### config.mk
export PLATFORM = sky130hd
export DESIGN_NAME = welcome_menu_ctrl
export DESIGN_NICKNAME = d
export VERILOG_FILES = /design/src/rtl/welcome_menu_ctrl.sv
export SDC_FILE = /design/constraint.sdc
export NUM_CORES = 1
export LEC_CHECK = 0
export BUFFER_PORTS_ARGS = -buffer_cell sky130_fd_sc_hd__buf_2
export CAP_MARGIN = 0
export CORE_MARGIN = 3
export CORE_UTILIZATION = 25
export CTS_BUF_LIST = sky130_fd_sc_hd__clkbuf_8 sky130_fd_sc_hd__clkbuf_16
export DETAILED_ROUTE_END_ITERATION = 6
export GPL_TIMING_DRIVEN = 0
export PLACE_DENSITY = 0.37
export REMOVE_ABC_BUFFERS = 1
export SLEW_MARGIN = 5
export SYNTH_ARGS = -nofsm -noshare
export SYNTH_HDL_FRONTEND = slang
export SYNTH_SLANG_ARGS = --single-unit
### constraint.sdc
create_clock -name clk -period 1.9 [get_ports clk]
set_input_delay 0.57 -clock clk [delete_from_list [all_inputs] [get_ports clk]]
set_output_delay 0.57 -clock clk [all_outputs]
set_load 0.05 [all_outputs]
### src/rtl/welcome_menu_ctrl.sv
// Welcome-screen menu controller: key debounce, menu FSM, start pulse and cursor blink.
// Optional ACK auto-return timeout is built when ACK_TIMEOUT_EN is defined.
module welcome_menu_ctrl #(
  parameter logic [15:0] DEBOUNCE_CYCLES = 16'd50000,
  parameter logic [5:0]  BLINK_FRAMES    = 6'd30,
  parameter logic [9:0]  ACK_FRAMES      = 10'd600
) (
  input  logic       clk,
  input  logic       rst_n,
  input  logic       key_up,
  input  logic       key_down,
  input  logic       key_enter,
  input  logic       key_esc,
  input  logic       frame_tick,
  input  logic       game_over,
  output logic [1:0] state,
  output logic       in_game,
  output logic       start_game,
  output logic       cursor_blink
);

  localparam int unsigned NKEYS = 4;
  localparam int unsigned DBW   = 16;
  localparam int unsigned BLW   = 6;
  localparam int unsigned KUP   = 0;
  localparam int unsigned KDOWN = 1;
  localparam int unsigned KENT  = 2;
  localparam int unsigned KESC  = 3;

  typedef enum logic [1:0] {
    S_CHOICE1 = 2'd0,
    S_CHOICE2 = 2'd1,
    S_ACK     = 2'd2,
    S_GAME    = 2'd3
  } fsm_e;

  logic [NKEYS-1:0] raw_c;
  logic [NKEYS-1:0] sync1_q, sync2_q;
  logic [NKEYS-1:0] db_q, db_d, db_prev_q;
  logic [DBW-1:0]   cnt_q [NKEYS];
  logic [DBW-1:0]   cnt_d [NKEYS];
  logic [NKEYS-1:0] press_c;

  fsm_e             fsm_q, fsm_d;
  logic             trans_c;
  logic             timeout_c;
  logic [BLW-1:0]   blink_cnt_q, blink_cnt_d;
  logic             blink_q, blink_d;
  logic [1:0]       state_q, state_d;
  logic             in_game_q, in_game_d;
  logic             start_q, start_d;

  assign raw_c = {key_esc, key_enter, key_down, key_up};

  // Debounce: counter clears whenever the synced level matches the accepted level
  always_comb begin
    db_d = db_q;
    for (int k = 0; k < NKEYS; k++) begin
      cnt_d[k] = cnt_q[k];
      if (sync2_q[k] == db_q[k]) begin
        cnt_d[k] = '0;
      end else if (cnt_q[k] >= DEBOUNCE_CYCLES - 16'd1) begin
        cnt_d[k] = '0;
        db_d[k]  = sync2_q[k];
      end else begin
        cnt_d[k] = cnt_q[k] + 16'd1;
      end
    end
  end

  always_ff @(posedge clk or negedge rst_n) begin
    if (!rst_n) begin
      sync1_q   <= '0;
      sync2_q   <= '0;
      db_q      <= '0;
      db_prev_q <= '0;
      for (int k = 0; k < NKEYS; k++) cnt_q[k] <= '0;
    end else begin
      sync1_q   <= raw_c;
      sync2_q   <= sync1_q;
      db_q      <= db_d;
      db_prev_q <= db_q;
      for (int k = 0; k < NKEYS; k++) cnt_q[k] <= cnt_d[k];
    end
  end

  assign press_c = db_q & ~db_prev_q;

`ifdef ACK_TIMEOUT_EN
  logic [9:0] ack_cnt_q, ack_cnt_d;

  assign timeout_c = (ack_cnt_q >= ACK_FRAMES);

  // Frame count while sitting in ACK; cleared outside ACK and on any transition
  always_comb begin
    ack_cnt_d = ack_cnt_q;
    if (fsm_q != S_ACK || trans_c) begin
      ack_cnt_d = '0;
    end else if (frame_tick && ack_cnt_q < ACK_FRAMES) begin
      ack_cnt_d = ack_cnt_q + 10'd1;
    end
  end

  always_ff @(posedge clk or negedge rst_n) begin
    if (!rst_n) ack_cnt_q <= '0;
    else        ack_cnt_q <= ack_cnt_d;
  end
`else
  logic unused_ack_frames_c;
  assign unused_ack_frames_c = ^ACK_FRAMES;
  assign timeout_c           = 1'b0;
`endif

  // Menu FSM next state; enter beats esc beats up/down
  always_comb begin
    fsm_d = fsm_q;
    case (fsm_q)
      S_CHOICE1: begin
        if (press_c[KENT])                          fsm_d = S_GAME;
        else if (press_c[KESC])                     fsm_d = S_CHOICE1;
        else if (press_c[KUP] ^ press_c[KDOWN])     fsm_d = S_CHOICE2;
      end
      S_CHOICE2: begin
        if (press_c[KENT])                          fsm_d = S_ACK;
        else if (press_c[KESC])                     fsm_d = S_CHOICE2;
        else if (press_c[KUP] ^ press_c[KDOWN])     fsm_d = S_CHOICE1;
      end
      S_ACK: begin
        if (press_c[KENT] || press_c[KESC] || timeout_c) fsm_d = S_CHOICE2;
      end
      S_GAME: begin
        if (game_over)                              fsm_d = S_CHOICE1;
      end
      default:                                      fsm_d = S_CHOICE1;
    endcase
  end

  assign trans_c = (fsm_d != fsm_q);

  // Cursor blink: only runs in the two choice screens, a transition reloads it
  always_comb begin
    blink_cnt_d = blink_cnt_q;
    blink_d     = blink_q;
    if (trans_c || fsm_q == S_ACK || fsm_q == S_GAME) begin
      blink_cnt_d = '0;
      blink_d     = 1'b1;
    end else if (frame_tick) begin
      if (blink_cnt_q >= BLINK_FRAMES - 6'd1) begin
        blink_cnt_d = '0;
        blink_d     = ~blink_q;
      end else begin
        blink_cnt_d = blink_cnt_q + 6'd1;
      end
    end
  end

  always_comb begin
    state_d   = (fsm_d == S_GAME) ? 2'b00 : 2'(fsm_d);
    in_game_d = (fsm_d == S_GAME);
    start_d   = (fsm_q == S_CHOICE1) && (fsm_d == S_GAME);
  end

  always_ff @(posedge clk or negedge rst_n) begin
    if (!rst_n) begin
      fsm_q       <= S_CHOICE1;
      blink_cnt_q <= '0;
      blink_q     <= 1'b1;
      state_q     <= 2'b00;
      in_game_q   <= 1'b0;
      start_q     <= 1'b0;
    end else begin
      fsm_q       <= fsm_d;
      blink_cnt_q <= blink_cnt_d;
      blink_q     <= blink_d;
      state_q     <= state_d;
      in_game_q   <= in_game_d;
      start_q     <= start_d;
    end
  end

  assign state        = state_q;
  assign in_game      = in_game_q;
  assign start_game   = start_q;
  assign cursor_blink = blink_q;

endmodule

Word-level counts from Yosys, hierarchy flattened. Index checks and enable logic that the tools add are counted.

Bitwise logic cells: 8. Reduce and logical (&&, ||, !) cells: 12. $add $sub $neg: 5. Mux-type cells: 24. $lt $le $gt $ge: 5. Eq/ne operators: 9.

Operators with widths (number): $mux W16 (8); $add A16 B1 Y16 const B (4); $ge A16 B16 Y1 const B (4); $mux W2 (9); $mux W6 (3); $reduce_and A2 Y1 (5); $pmux W2 S4 (1); $add A6 B1 Y6 const B (1); $eq A2 B2 Y1 const B (3); $ge A6 B5 Y1 const B (1); $not A1 Y1 (5); $and A4 B4 Y4 (1); $eq A1 B1 Y1 (4); $not A4 Y4 (1); $reduce_bool A2 Y1 (2); $logic_or A1 B1 Y1 (3); $mux W1 (3); $eq A2 B1 Y1 const B (1); $logic_not A2 Y1 (1); $ne A2 B2 Y1 (1); $logic_and A1 B1 Y1 (1); $xor A1 B1 Y1 (1).

Output and inout bits: 5. Bits in registers: 93. Logic and storage cells: 80.

Longest topological paths before layout.
Word-level depth: 12. Depth in mapped cells: 6. Depth with buffers taken out: 6.

Least setup slack after synthesis. OpenSTA, ideal clock, no wires.

Path kind: reg-to-reg. Start point: register blink_cnt_q[0]. End point: register blink_q (netlist: cursor_blink). Cell stages (with the launch flop): 6. Data required time: 1.812 ns. Arrival: 1.561 ns. Buffers on the path: 0. Period minus slack after synthesis: 1.650 ns. Path slack: 0.250 ns. Setup time: 0.088 ns. Cell sequence: dfrtp_1 ha_1 nand2b_1 a41oi_1 nor3_1 or3b_1.

Longest elaborated chain between the ends: 3.

RTL lines: start, declared (RTL line 47) `logic [BLW-1:0] blink_cnt_q, blink_cnt_d;`; start signal, assigned (RTL line 173) `blink_cnt_q <= blink_cnt_d;`; $ge A6 B5 Y1 (RTL line 148) `if (blink_cnt_q >= BLINK_FRAMES - 6'd1) begin`; $reduce_bool A2 Y1 (no line); $reduce_and A2 Y1 (no line); end signal, assigned (RTL line 174) `blink_q <= blink_d;`; end, declared (RTL line 48) `logic blink_q, blink_d;`.

Every way passes these cells. A chain may end at the register's enable or synchronous reset.

==> qor.txt <==
PortBufs = 12
Top FF cell, synth = dfrtp_1
Fmax = 0.584 GHz
Fraction of registers with async set/reset = 100%
Initial antenna violation count = 0
Ant. Diodes = 0
Initial Util = 25.9%
Final WS setup = 187 ps
Tot GR Track Use = 9.63%
Syn-to-layout area delta = 12.5%
FILL cells = 1,824
Final setup violation count = 0
Data required time of the worst path = 2110 ps
Crit path DAT = 1930 ps
Delay-heaviest family, CP = simple AND/OR/NAND/NOR gates
Cts hold-fix bufs = 0
Slew Limit Fails = 0
Area of the multi-input gates = 2090 um^2
CTS sink count = 93
Reg area = 2330 um^2
Final hold vios = 0
Synth Instances = 446
Core Region = 17,600 um^2
Dpl hpwl = 5950 um
Worst setup EP type = flop
Hold WS = 171 ps
Slew @ Worst Pin = 476 ps
FF-to-FF End = cnt_q[24]
Synth Area in Compound Gates = 8.86%
RSZ-0062 raised after global routing = false
Die X = 141 um
Status = finished clean
H-tree depth reported by CTS = 3
Worst-path cell chain = ha_1 > nand3_2 > a2111o_1 > nand2_2 > nor2_1
# nets final = 468
Drt pass-1 iters = 4
Yosys cell types = 46
Global-route wire length before repair = 15,600 um
Wire per inst = 13.0 um
Hold Path Class = primary input to asynchronous set/reset pin
Kind of critical path = flop to flop
Peak VDD IR = 0.451 mV
Die Y = 141 um
Post-synthesis mux area share = 0.987%
EDFF count, synth = 0
R2R depth = 5
Adder-cell share of the synthesized area = 1.92%
Yosys reg bits = 93
Worst-Skew Late Latency = 340 ps
Reg clk slew, reported paths = 60 ps
Grt total ovfl = 0
Synth Area in Simple Gates = 23.5%
Startpoint type of the worst setup path = flop
Clk_skew = 5.69 ps
Max incr delay on CP = 450 ps
Row cnt = 48
Power Density = 865 nW/um^2
Max FO, Critical Path = 15
Sequential share of the synthesized area = 51.0%
Inserted Clock Buffers = 9
Ports = 13
Layout cell share with drive strength beyond 1 = 12.7%
Syn_area_per_cell = 10.2 um^2
Largest net degree at the start of global routing = 64
Buffers & Inverters on Critical Path = 0
P_leak = 2.08 nW
CTS tree = built
# DRC = 0
Largest family of logic cells by synthesized area = simple AND/OR/NAND/NOR gates
Synth warn = 0
R2r setup slk = 190 ps
RePlAce Congestion = 0.706
Final Critical Period = 1710 ps
Worst setup slack after placement = 46.4 ps
DR vias/cell = 4.66
R2R Path Start = cnt_q[16]
CP startpoint = cnt_q[16]
Synth Area in XOR/XNOR = 10.4%
Stages on the worst setup path = 5
Vias in the first global route = 3,162
Final period util = 90.2%
Clk buf depth = 2
Max_cap viols = 0
Root buffer selected by CTS = clkbuf_16
Initial DRC Count = 132
Relative slew slack = 68.0%
Slowest CP cell = a2111o_1
Post-CTS Setup Inserts = 0
Routed Antenna Nets = 0
Final wirelength = 8900 um
Synthesized cell area = 4560 um^2
Die area = 19,900 um^2
Via count = 3,181
-- flip-flops by register name, indices dropped and copies added, names as in the netlist --
register and flops:
in_game 1, start_game 1, db_q 4, cnt_q 64, sync1_q 4, blink_cnt_q 6, fsm_q 2, db_prev_q 4
state 2, sync2_q 4, cursor_blink 1
-- report_power, final --
group / internal [mW] / leakage, nW / switching [mW]
combinational: 0.195 / 0.677 / 0.328
sequential: 2.10 / 1.25 / 0.120
clock: 0.976 / 0.147 / 0.723
-- metal layers --
metal	vias up	wire (um)	global-route usage (%)
li1	1568	-	-
met1	1570	4320	12.3
met2	34	4160	15.2
met3	9	282	3.15
met4	0	137	3.57
met5	-	0	0
-- cell type report --
class	instances	share of cell area, %
sequential	93	45.4
multi-input combinational	320	40.8
tap	225	5.49
clock buffer	12	5.19
timing repair buffer	13	1.76
inverter	16	1.17
clock inverter	3	0.244
-- Yosys cell counts (5+ instances only) --
cell | number | share of area (%)
xnor2_1 | 47 | 9.0
nand4_1 | 17 | 2.3
nand3_1 | 29 | 3.2
xor2_1 | 7 | 1.3
nor4_1 | 14 | 1.9
and3_1 | 5 | 0.69
a31oi_1 | 6 | 0.82
dfrtp_1 | 92 | 50
nor3_1 | 19 | 2.1
o211ai_1 | 5 | 0.82
a21oi_1 | 12 | 1.3
clkbuf_1 | 12 | 0.99
nand2_1 | 25 | 2.1
ha_1 | 7 | 1.9
inv_1 | 16 | 1.3
nor2_1 | 67 | 5.5
-- metrics by stage --
stage	instances	util [%]	total power [mW]	area (um^2)	setup TNS, ps
floorplan	429	-	2.60	4470	0
global placement	666	27.3	2.76	4810	-75430
detailed placement	667	27.5	2.78	4840	0
CTS	682	29.1	4.55	5120	0
global route	682	29.2	4.70	5130	0
finish	682	29.2	4.44	5130	0
-- cells in the final DEF, fill, tap and decap left out, drive strengths merged, types with 10 or more instances in the layout --
master  instances
nor4           17
xnor2          47
nor2           70
nor3           19
nand4          19
dfrtp          92
clkbuf         12
a21oi          12
buf            13
a31oi          10
inv            18
nand3          29
nand2          29
-- worst register-to-register path, cell delays in order (launching register included) --
cell and delay [ps]:
dfrtp_1 380, ha_1 210, nand3_2 200, a2111o_1 450, nand2_2 250, nor2_1 90
-- cell families after synthesis --
| group | after synthesis |
|---|---|
| AND/OR/NAND/NOR | 205 |
| flip-flops | 93 |
| XOR/XNOR | 54 |
| AO/OA/AOI/OAI | 50 |
| buffers and inverters | 33 |
| adder cells (fa/ha/maj) | 7 |
| multiplexers | 4 |
-- how the worst max path moves through the flow --
stage,end,slack [ps]
after floorplan,cursor_blink,250
after global placement,fsm_q[1],-820
after detailed placement,cnt_q[24],50
after CTS,cursor_blink,20
after global routing,cnt_q[13],60
final,cnt_q[24],190
-- repair_timing --
| item | CTS | global route |
|---|---|---|
| gates resized for setup | 0 | 2 |
| setup endpoints to repair | 0 | 16 |
| hold endpoints to repair | 0 | 0 |
(Power assumes the default switching activity.)
